**src/rtl/lsu_subword_ctrl.sv**
```systemverilog
// lsu_subword_ctrl
//   Load/store unit between the execute stage and a word-wide data memory.
//   Byte/half/word requests are turned into whole-word memory accesses:
//   - Loads read the word, select the lane, and sign- or zero-extend it.
//   - Word stores write directly.
//   - Byte/half stores read the word, merge in the new lane, and write it back.
//   Byte order is big-endian: byte lane k sits in bits [31-8k -: 8].
//
// Ports
//   clk, rst          clock and asynchronous active-high reset
//   req_valid/ready   request handshake; ready is high only while idle
//   req_we            1 = store, 0 = load
//   req_size          00 byte, 01 half, 10 word, 11 illegal
//   req_unsigned      load zero-extend
//   req_addr          byte address; bits above MEM_ADDR_W are ignored
//   req_wdata         right-aligned store data
//   resp_valid/err    one-cycle completion pulse and its error qualifier
//   rdata             extended load result, held until the next load completes
//   mem_addr          word-aligned memory address
//   mem_wd/mem_we     memory write data and enable
//   mem_rd            combinational memory read data for mem_addr
//
// Build option
//   LSU_ALIGN_CHECK_EN  when defined, misaligned half/word requests complete
//                       with resp_err and no memory access.
module lsu_subword_ctrl #(
   parameter int unsigned MEM_ADDR_W = 10,
   parameter logic [31:0] RDATA_RST  = 32'h0000_0000
) (
   input  logic                  clk,
   input  logic                  rst,
   input  logic                  req_valid,
   output logic                  req_ready,
   input  logic                  req_we,
   input  logic [1:0]            req_size,
   input  logic                  req_unsigned,
   input  logic [31:0]           req_addr,
   input  logic [31:0]           req_wdata,
   output logic                  resp_valid,
   output logic                  resp_err,
   output logic [31:0]           rdata,
   output logic [MEM_ADDR_W-1:0] mem_addr,
   output logic [31:0]           mem_wd,
   output logic                  mem_we,
   input  logic [31:0]           mem_rd
);

   localparam logic [2:0] IDLE   = 3'd0;
   localparam logic [2:0] LD     = 3'd1;
   localparam logic [2:0] ST_W   = 3'd2;
   localparam logic [2:0] RMW_RD = 3'd3;
   localparam logic [2:0] RMW_WR = 3'd4;

   logic [2:0]            state_q, state_d;
   logic [MEM_ADDR_W-1:0] addr_q;
   logic [1:0]            size_q;
   logic                  uns_q;
   logic [31:0]           wdata_q;
   logic [31:0]           merge_q;
   logic [31:0]           rdata_q;
   logic                  resp_valid_q, resp_err_q;

   logic        accept, req_err;
   logic [7:0]  ld_byte;
   logic [15:0] ld_half;
   logic [31:0] ld_val;
   logic [31:0] merged;

   // Request address bits above the memory window are deliberately dropped.
   logic unused_addr_bits;
   assign unused_addr_bits = ^req_addr[31:MEM_ADDR_W];

   assign req_ready = (state_q == IDLE);
   assign accept    = req_valid & req_ready;

`ifdef LSU_ALIGN_CHECK_EN
   assign req_err = (req_size == 2'b11) |
                    ((req_size == 2'b01) & req_addr[0]) |
                    ((req_size == 2'b10) & (req_addr[1:0] != 2'b00));
`else
   assign req_err = (req_size == 2'b11);
`endif

   always_comb begin
      state_d = state_q;
      unique case (state_q)
         IDLE: begin
            if (accept && !req_err) begin
               if (!req_we)                  state_d = LD;
               else if (req_size == 2'b10)   state_d = ST_W;
               else                          state_d = RMW_RD;
            end
         end
         LD, ST_W, RMW_WR: state_d = IDLE;
         RMW_RD:           state_d = RMW_WR;
         default:          state_d = IDLE;
      endcase
   end

   // Lane selection for loads; the memory word is valid while in LD.
   always_comb begin
      ld_byte = 8'h00;
      unique case (addr_q[1:0])
         2'd0: ld_byte = mem_rd[31:24];
         2'd1: ld_byte = mem_rd[23:16];
         2'd2: ld_byte = mem_rd[15:8];
         2'd3: ld_byte = mem_rd[7:0];
         default: ld_byte = 8'h00;
      endcase
      ld_half = addr_q[1] ? mem_rd[15:0] : mem_rd[31:16];
      unique case (size_q)
         2'b00:   ld_val = {{24{~uns_q & ld_byte[7]}}, ld_byte};
         2'b01:   ld_val = {{16{~uns_q & ld_half[15]}}, ld_half};
         default: ld_val = mem_rd;
      endcase
   end

   // Read-modify-write merge: replace only the target lane of the buffered word.
   always_comb begin
      merged = merge_q;
      if (size_q == 2'b00) begin
         unique case (addr_q[1:0])
            2'd0: merged[31:24] = wdata_q[7:0];
            2'd1: merged[23:16] = wdata_q[7:0];
            2'd2: merged[15:8]  = wdata_q[7:0];
            2'd3: merged[7:0]   = wdata_q[7:0];
            default: merged = merge_q;
         endcase
      end else if (addr_q[1]) begin
         merged[15:0] = wdata_q[15:0];
      end else begin
         merged[31:16] = wdata_q[15:0];
      end
   end

   assign mem_addr   = {addr_q[MEM_ADDR_W-1:2], 2'b00};
   // Decoded from state so an asynchronous reset drops the write at once.
   assign mem_we     = (state_q == ST_W) || (state_q == RMW_WR);
   assign mem_wd     = (state_q == ST_W) ? wdata_q : merged;
   assign resp_valid = resp_valid_q;
   assign resp_err   = resp_err_q;
   assign rdata      = rdata_q;

   always_ff @(posedge clk or posedge rst) begin
      if (rst) begin
         state_q      <= IDLE;
         addr_q       <= '0;
         size_q       <= 2'b00;
         uns_q        <= 1'b0;
         wdata_q      <= 32'h0;
         merge_q      <= 32'h0;
         rdata_q      <= RDATA_RST;
         resp_valid_q <= 1'b0;
         resp_err_q   <= 1'b0;
      end else begin
         state_q      <= state_d;
         resp_valid_q <= (accept & req_err) || (state_q == LD) ||
                         (state_q == ST_W) || (state_q == RMW_WR);
         resp_err_q   <= accept & req_err;
         if (accept && !req_err) begin
            addr_q  <= req_addr[MEM_ADDR_W-1:0];
            size_q  <= req_size;
            uns_q   <= req_unsigned;
            wdata_q <= req_wdata;
         end
         if (state_q == LD)     rdata_q <= ld_val;
         if (state_q == RMW_RD) merge_q <= mem_rd;
      end
   end

endmodule

```
**config.mk**
```make
export PLATFORM = sky130hd
export DESIGN_NAME = lsu_subword_ctrl
export DESIGN_NICKNAME = d
export VERILOG_FILES = /design/src/rtl/lsu_subword_ctrl.sv
export SDC_FILE = /design/constraint.sdc
export NUM_CORES = 1
export LEC_CHECK = 0
export ABC_AREA = 1
export BUFFER_PORTS_ARGS = -buffer_cell sky130_fd_sc_hd__buf_2
export CAP_MARGIN = 10
export CORE_UTILIZATION = 35
export DETAILED_ROUTE_END_ITERATION = 10
export PLACE_DENSITY = 0.61
export SLEW_MARGIN = 20
export SYNTH_ARGS = -nofsm -noshare
export SYNTH_HDL_FRONTEND = slang
export SYNTH_SLANG_ARGS = --single-unit
```
**constraint.sdc**
```tcl
create_clock -name clk -period 3.3 [get_ports clk]
set_input_delay 0.165 -clock clk [delete_from_list [all_inputs] [get_ports clk]]
set_output_delay 0.165 -clock clk [all_outputs]
set_load 0.01 [all_outputs]
```
==> run metrics, run 1 <==
outcome=finished clean; worst reg2reg path startpoint=addr_q[1]$_DFFE_PP0P_; routed vias/inst=4.78; GRT overflow=0; CP max FO=23; synth unique cells=32; Starting Density=36.2%; max cap viols=0; port bufs=156; post-CTS setup buffers=0; Via Count=5859; Placed Area=6880 um2; Die ar.=17900 um2; ys async rst share=100%; FF+latch count, synth=114; Setup Skew=0.00684 ns; Switching Share=35.6%; hold crit path type=input pin to flop; DR pass1 iterations=5; Hold Buf Count CTS=53; final cycle utilization of the critical path=84.1%; CP arrival=2.61 ns; Most Used Layer, Global Route=met2; Worst Hold Depth=3; Post-Syn Area per Cell=7.52 um2; Comb pwr share=34.3%; Net Sw Power=2160 uW; cell taking the most area after synthesis=dfrtp_1; Final Hold Vio Count=0; reg-to-reg setup timing slack=0.94 ns; number of flops mapped to enable cells by yosys=0; Max Slew Vio Count=0; WL final=18200 um; Max VDD drop=0.417 mV; minimum clock period=2.78 ns; Reg power frac=34.5%; Worst R2R End=rdata[21]$_DFFE_PP0P_; htree depth=4; I/O pins=181; final core utilization=47.8%; fin cells=1225; first-pass GRT wire length=29100 um; n_diodes=0; Die X=134 um; Worst R2R Path Depth=8; Critical Path End Type=output pin; Rows=47; grt met2 use=34.2%; final layout net count=1097; Inserted Clock Buffers=17; Final ANT Viol Nets=0; Fmax=360 MHz; Crit Path Category=flop to output pin; M3 GR Usage=5.06%; DRC violations left=0; Yosys top cell area share=47.0%; largest net degree at the start of global routing=65; Die Y=134 um; Internal=3900 uW; CTS tree=done; TNS Setup=0 ns; worst path required time=3.13 ns; Least-Margin Pin Slew=0.833 ns; Final GP Congestion=0.854; Worst setup SP type=flop; CTS clk-pin slew, worst paths=0.05 ns; detailed placement HPWL=12700 um; Inst Count DP=1142; fraction of layout cells with a size suffix above 1=23.0%; Slew HR=44.5%; root buf cell=clkbuf_16; part of the power in the clock network=31.1%; RSZ-0062 raised after global routing=no; Worst-Skew Late Latency=0.41 ns; Post-synth top cells=287 x nand2_1, 114 x dfrtp_1, 94 x inv_1; Core Box Area=16800 um2; Mapped Area=6070 um2; Setup-failing EPs final=0; predominant post-synthesis flop cell=dfrtp_1; hold path start=mem_rd[1]; maximum clock path buffer count=2; Total Routing Usage GR=21.1%; pwr/cell area=756 nW/um2; dominant cell by count in the synthesized netlist=nand2_1; WL/cell=14.9 um; top cells by area, synth=dfrtp_1 47%, nand2_1 18%, o21ai_0 7.3%, inv_1 5.8%, a21oi_1 3.4%; Area growth syn-to-layout=31.9%; synthesized instance count=807; grt met1 use=27.8%; fin area=8010 um2; final total power=6060 uW; Hold Crit Endpoint=merge_q[1]$_DFFE_PP0N_; DR iter-0 viols=430; Yosys warning total=0; leakage power=0.00418 uW; CTS sink cnt=114; sequential-to-total area share from yosys stat=47.0%; initial antenna violation count=0; post-CTS resize count=0; vias in the first global route=5586
==> logic make-up (layout without fill, tap and decap cells) <==
kind of cell,Yosys count,after routing,synth area share (%)
AOI/OAI and AO/OA,167,167,15.0
buffers and inverters,153,350,11.7
DFF,114,114,47.0
muxes,1,1,0.185
other,1,2,0.0618
and+or+nand+nor,371,371,26.1
==> power groups by stage <==
| stage | Combinational (uW) | Sequential, uW | Clock [uW] |
|---|---|---|---|
| after CTS | 2100 | 2090 | 1920 |
| after global placement | 2020 | 2100 | 0 |
| final | 2080 | 2090 | 1890 |
| after global routing | 2340 | 2140 | 1990 |
| after floorplan | 1320 | 2110 | 0 |
| after detailed placement | 2040 | 2110 | 0 |
==> registers in the layout, summed over array words and instances (netlist names) <==
signal      cells
addr_q         10
merge_q        32
rdata          32
resp_err        1
resp_valid      1
size_q          2
state_q         3
uns_q           1
wdata_q        32
==> critical path: stages, from the launching register on <==
cell and delay [ns]:
dfrtp_1 0.88, inv_2 0.41, nand2_2 0.38, nand2_1 0.09, o211ai_1 0.14, o21ai_0 0.13
buf_2 0.15
==> per-layer routing <==
metal | share of wire, % | vias up
met1 | 44 | 2741
met5 | 0 | -
met4 | 1.7 | 0
li1 | - | 2900
met2 | 48 | 192
met3 | 6.0 | 26
==> cells in the final DEF (no fill, tap or decap) <==
cell	count
nand3_1	29
clkinv_2	2
mux2_2	1
clkbuf_8	4
o211ai_1	8
clkbuf_1	4
inv_1	93
a2bb2oi_1	1
o21ai_4	2
nand3_2	5
or2_0	1
or2_2	9
buf_12	1
o21ai_0	88
nor3_4	1
buf_2	156
conb_1	2
a21boi_2	2
nand3_4	1
a21oi_1	41
nand2_1	287
nor2_4	3
o21ai_1	14
a31oi_1	2
or2_1	8
dfrtp_1	114
buf_4	7
inv_4	1
bufinv_16	3
dlygate4sd3_1	53
nand2_2	4
nor2_1	19
o22ai_1	9
nor2_2	1
nand4_1	1
inv_2	9
nand2_4	2
clkbuf_16	17
==> cell type report <==
| type | count | area (um2) |
|---|---|---|
| inverters | 103 | 389 |
| flip-flops and latches | 114 | 2850 |
| well taps | 220 | 275 |
| clock inverters | 5 | 100 |
| clock buffers | 25 | 495 |
| fillers | 1708 | 8750 |
| repair buffers | 217 | 1380 |
| multi-input cells | 541 | 2510 |
==> per-stage QoR <==
stage,setup WS (ns),hold WS (ns)
6_report,0.524,0.0219
2_1_floorplan,0.119,0.271
3_3_place_gp,1.03,0.340
3_5_place_dp,1.01,0.342
5_1_grt,0.371,0.0169
4_1_cts,0.539,0.00419
==> worst max path at each step <==
stage	startpoint	endpoint	cells after the start
final	addr_q[1]$_DFFE_PP0P_	mem_wd[16]	6
after floorplan	rst	addr_q[0]$_DFFE_PP0P_	1
after detailed placement	addr_q[1]$_DFFE_PP0P_	mem_wd[16]	6
after CTS	addr_q[1]$_DFFE_PP0P_	mem_wd[16]	6
after global placement	addr_q[1]$_DFFE_PP0P_	rdata[30]$_DFFE_PP0P_	8
after global routing	addr_q[1]$_DFFE_PP0P_	mem_wd[21]	6
Note: power is estimated with default switching activity, not from simulation.
==> run 2, diff against run 1 <==
- clock period: 3.3 -> 2.5 ns (I/O delays scaled with it)
==> run 2 against run 1 <==
Clock power is 38% higher; power is 35% higher; global-route usage increased by 0.31 points; cell count up 2.0%; critical path type unchanged; first-iteration DRC count increased by 22%; sequential share of layout area decreased by 1.3 points; count of clock-buffer cells in the layout down 1; critical endpoint is now mem_wd[14]; worst setup slack lost 0.40 ns; cell area up 3.8%; highest routed layer unchanged; die area unchanged; sequential cell count unchanged; non-clock buffer count is 22 higher; largest cell class unchanged.
==> run metrics, run 2 (synthesis gave the netlist of run 1 again) <==
most frequent cells in the layout=286 x nand2_1, 156 x buf_2, 114 x dfrtp_1; Least-Margin Pin Slew=0.774 ns; CTS tree=done; first-pass GRT wire length=29200 um; detailed placement HPWL=12700 um; Setup-failing EPs final=0; leakage power=0.00429 uW; most common cell after layout, fill and taps aside=nand2_1; Starting Density=36.2%; largest net degree at the start of global routing=72; Critical Path End Type=output pin; Placed Area=6940 um2; TNS Setup=0 ns; Worst setup SP type=flop; DRC violations left=0; GRT overflow=0; Slew HR=48.3%; final core utilization=49.6%; routed vias/inst=4.74; I/O pins=181; Core Box Area=16800 um2; Max Slew Vio Count=0; hold crit path type=input pin to flop; Area growth syn-to-layout=36.9%; Setup Skew=0.0133 ns; maximum clock path buffer count=2; Final Hold Vio Count=0; Fmax=421 MHz; pwr/cell area=982 nW/um2; Die X=134 um; minimum clock period=2.37 ns; Final GP Congestion=0.901; worst path required time=2.38 ns; final cycle utilization of the critical path=94.9%; Inserted Clock Buffers=17; final hold slack=0.0211 ns; worst setup margin=0.127 ns; port bufs=156; htree depth=4; post-CTS setup buffers=0; CP max FO=14; outcome=finished clean; RSZ-0062 raised after global routing=no; Worst-Skew Late Latency=0.42 ns; initial antenna violation count=0; WL/cell=14.6 um; Final ANT Viol Nets=0; Rows=47; fraction of layout cells with a size suffix above 1=22.9%; Crit Path Category=flop to output pin; DR iter-0 viols=525; CTS clk-pin slew, worst paths=0.05 ns; CP arrival=2.25 ns; max cap viols=0; setup slack at placement=0.597 ns; final layout net count=1119; Max VDD drop=0.532 mV; CTS sink cnt=114; fin area=8310 um2; Die ar.=17900 um2; root buf cell=clkbuf_16; Die Y=134 um; Via Count=5923; WL final=18300 um; DR pass1 iterations=5; Total Routing Usage GR=21.4%; vias in the first global route=5641; n_diodes=0
-- run 2: cell count changes in the layout (fill, tap and decap cells not counted), moves of 2 or more --
cell           delta
clkinvlp_4        +2
buf_12            +3
dlygate4sd3_1    +20
clkinv_4          +2
-- run 2: path summary, 6_finish.rpt --
check                                      start  slack (ns)  cells after the start                       to
setup / recovery           size_q[1]$_DFFE_PP0P_        0.13                      8               mem_wd[14]
hold / removal                        mem_rd[20]        0.02                      3  merge_q[20]$_DFFE_PP0N_
setup reg to reg           addr_q[1]$_DFFE_PP0P_        0.51                      6    rdata[29]$_DFFE_PP0P_
hold reg to reg             rdata[2]$_DFFE_PP0P_        0.47                      2     rdata[2]$_DFFE_PP0P_
max in group asynchronous                    rst        1.76                      4     rdata[8]$_DFFE_PP0P_
min in group asynchronous                    rst        0.35                      4  wdata_q[18]$_DFFE_PP0P_
-- run 2: final cells by class --
type / count / area [um2]
fillers: 1681 / 8450
repair buffers: 239 / 1640
multi-input cells: 541 / 2520
inverters: 103 / 390
flip-flops and latches: 114 / 2850
clock inverters: 8 / 150
clock buffers: 24 / 482
well taps: 220 / 275
-- run 2: through the flow --
stage | instances | power, uW
after detailed placement | 1144 | 5500
after global routing | 1249 | 8720
final | 1249 | 8150
after CTS | 1249 | 8230
after floorplan | 808 | 4540
after global placement | 1144 | 5460
-- run 2: worst max-delay path, stage by stage, from the launching register on --
cell	delay (ns)
dfrtp_1	0.46
nor2_4	0.36
inv_1	0.19
nand2_1	0.16
nand2_2	0.13
o22ai_1	0.22
nand2_1	0.08
nand2_1	0.10
buf_2	0.14
-- run 2: what timing repair did --
item	in CTS	in global routing
endpoints found under the setup margin	0	5
hold endpoints to repair	186	0
resized for setup	0	2
hold buffers	73	0
-- run 2: layer usage --
| metal | GRT usage (%) | up-vias | wire [um] |
|---|---|---|---|
| met5 | 0 | - | 0 |
| met4 | 8.14 | 0 | 319 |
| met3 | 3.81 | 19 | 929 |
| met2 | 34.7 | 193 | 8940 |
| met1 | 28.5 | 2766 | 8090 |
| li1 | - | 2945 | - |
-- run 2: power breakdown --
part           switching, uW  internal [uW]  total, uW
Combinational           1730           1100       2830
Sequential               293           2430       2720
Clock                    850           1750       2600
==> run 3, diff against run 2 <==
- ABC_AREA: 1 -> default
- CORE_MARGIN: default -> 4
- PLACE_DENSITY: 0.61 -> 0.62
==> run 3 against run 2 <==
Fmax fell by 2.8%; sequential cell count is the same; worst setup slack got worse by 0.068 ns; clock skew shrank 0.0037 ns; non-clock buffer count is 4 higher; first-iteration DRC count shrank 39%; routed wire length down 7.2%; critical path type unchanged; critical endpoint is now mem_wd[7]; highest routed layer unchanged.
==> run metrics, run 3 <==
outcome=finished clean; Final Hold Vio Count=0; Fillers=1472; Starting Density=35.6%; CP arrival=2.32 ns; Inst Count DP=849; Max Slew Vio Count=0; detailed placement HPWL=12500 um; port bufs=156; Yosys top cell area share=50.4%; GRT overflow=0; final layout net count=826; hold crit path type=input pin to flop; Area growth syn-to-layout=40.2%; initial antenna violation count=0; Worst setup SP type=flop; Slew HR=47.0%; Fmax=410 MHz; first-pass GRT wire length=26800 um; maximum clock path buffer count=2; Final ANT Viol Nets=0; Worst R2R Path Depth=3; Rows=46; CTS sink cnt=114; fin cells=953; synthesized instance count=509; Yosys warning total=0; final total power=7680 uW; max cap viols=0; cell taking the most area after synthesis=dfrtp_1; top cells by area, synth=dfrtp_1 50%, mux2_2 17%, o21ai_0 3.4%, nand2_1 3.3%, mux2i_1 3.2%; reg-to-reg setup timing slack=0.51 ns; worst path required time=2.38 ns; Die Y=135 um; Worst Hold Depth=3; Critical Path End Type=output pin; Least-Margin Pin Slew=0.796 ns; dominant cell by count in the synthesized netlist=dfrtp_1; htree depth=4; synth unique cells=46; FF+latch count, synth=114; Final GP Congestion=0.867; Total Routing Usage GR=19.0%; Placed Area=6600 um2; vias in the first global route=4886; final cycle utilization of the critical path=97.6%; sequential-to-total area share from yosys stat=50.4%; routed vias/inst=4.93; Die ar.=18300 um2; Setup-failing EPs final=0; DR iter-0 viols=318; Via Count=4696; leakage power=0.00364 uW; fin area=7930 um2; fraction of layout cells with a size suffix above 1=41.6%; DRC violations left=0; CTS tree=done; most frequent cells in the layout=156 x buf_2, 114 x dfrtp_1, 85 x mux2_2; Die X=135 um; predominant post-synthesis flop cell=dfrtp_1; number of flops mapped to enable cells by yosys=0; root buf cell=clkbuf_16; CTS clk-pin slew, worst paths=0.06 ns; WL/cell=17.8 um; worst reg2reg path startpoint=state_q[0]$_DFFE_PP0P_; worst setup path startpoint=state_q[1]$_DFFE_PP0P_; Mapped Area=5660 um2; Worst-Skew Late Latency=0.42 ns; ys async rst share=100%; most common cell after layout, fill and taps aside=buf_2; pwr/cell area=969 nW/um2; CP max FO=8; Inserted Clock Buffers=17; Setup Skew=0.00965 ns; Core Box Area=15900 um2; Crit Path Category=flop to output pin; DR pass1 iterations=4; WL final=17000 um; hold path start=mem_rd[26]; final hold slack=0.0234 ns; largest net degree at the start of global routing=98; Max VDD drop=0.491 mV; Post-synth top cells=114 x dfrtp_1, 85 x mux2_2, 49 x nand2_1; Post-Syn Area per Cell=11.1 um2; minimum clock period=2.44 ns; I/O pins=181
## run 3: cell count changes in the layout (fill, tap and decap cells not counted), moves of 9 or more
cell / delta
o21ai_1: -11
nand2_1: -237
buf_4: +9
mux2i_1: +18
o21ai_0: -53
a21oi_1: -23
inv_2: -9
inv_1: -86
mux2_2: +84
## run 3: metal layers
layer  up-vias  global-route usage [%]  wire length, um
met5         -                       0                0
met4         0                    6.38              313
met3        20                    4.05              909
met2       146                    30.3             8030
met1      2283                    25.9             7710
li1       2247                       -                -
## run 3: repair_timing
| action | 4_1_cts | 5_1_grt |
|---|---|---|
| gates cloned | 0 | 0 |
| resized for setup | 5 | 4 |
| setup endpoints to repair | 16 | 8 |
| hold buffers | 70 | 0 |
| setup buffers | 0 | 1 |
| hold endpoints to repair | 89 | 0 |
## run 3: layout make-up
cell class              instances  area [um2]  area share (%)
well taps                     216         270            3.41
multi-input cells             339        2550            32.1
repair buffers                243        1630            20.5
clock inverters                15         173            2.18
diodes                          1        2.50          0.0316
clock buffers                  17         425            5.36
inverters                       8        33.8           0.426
flip-flops and latches        114        2850            36.0
## run 3: power breakdown
group          total [uW]  internal, uW  switching, uW
Sequential           2800          2400            394
Clock                2450          1490            960
Combinational        2430          1170           1260
## run 3: path summary, 6_finish.rpt
kind / endpoint
setup / recovery: mem_wd[7]
hold / removal: rdata[26]$_DFFE_PP0P_
setup reg to reg: rdata[9]$_DFFE_PP0P_
hold reg to reg: rdata[0]$_DFFE_PP0P_
max in group asynchronous: rdata[21]$_DFFE_PP0P_
min in group asynchronous: addr_q[8]$_DFFE_PP0P_
## run 3: through the flow
step	TNS (ns)	util (%)	setup slack, ns
final	0	49.9	0.0596
after global routing	-0.0121	49.9	-0.00489
after CTS	0	49.8	0.0128
after detailed placement	0	41.5	0.329
after global placement	0	41.5	0.347
after floorplan	0	-	0.758
## run 3: critical path: stages (launching register included)
cell and delay [ns]:
dfrtp_1 0.53, nor3b_4 0.38, buf_4 0.17, a21o_1 0.27, mux2_2 0.40, buf_2 0.14
## run 3: logic make-up after synthesis
kind of cell | Yosys count | share of synthesized area, %
other cells | 1 | 0.0663
buf+inv | 57 | 5.20
xor+xnor | 1 | 0.155
flops | 114 | 50.4
mux | 103 | 20.1
compound gates | 100 | 11.3
simple gates | 133 | 12.7
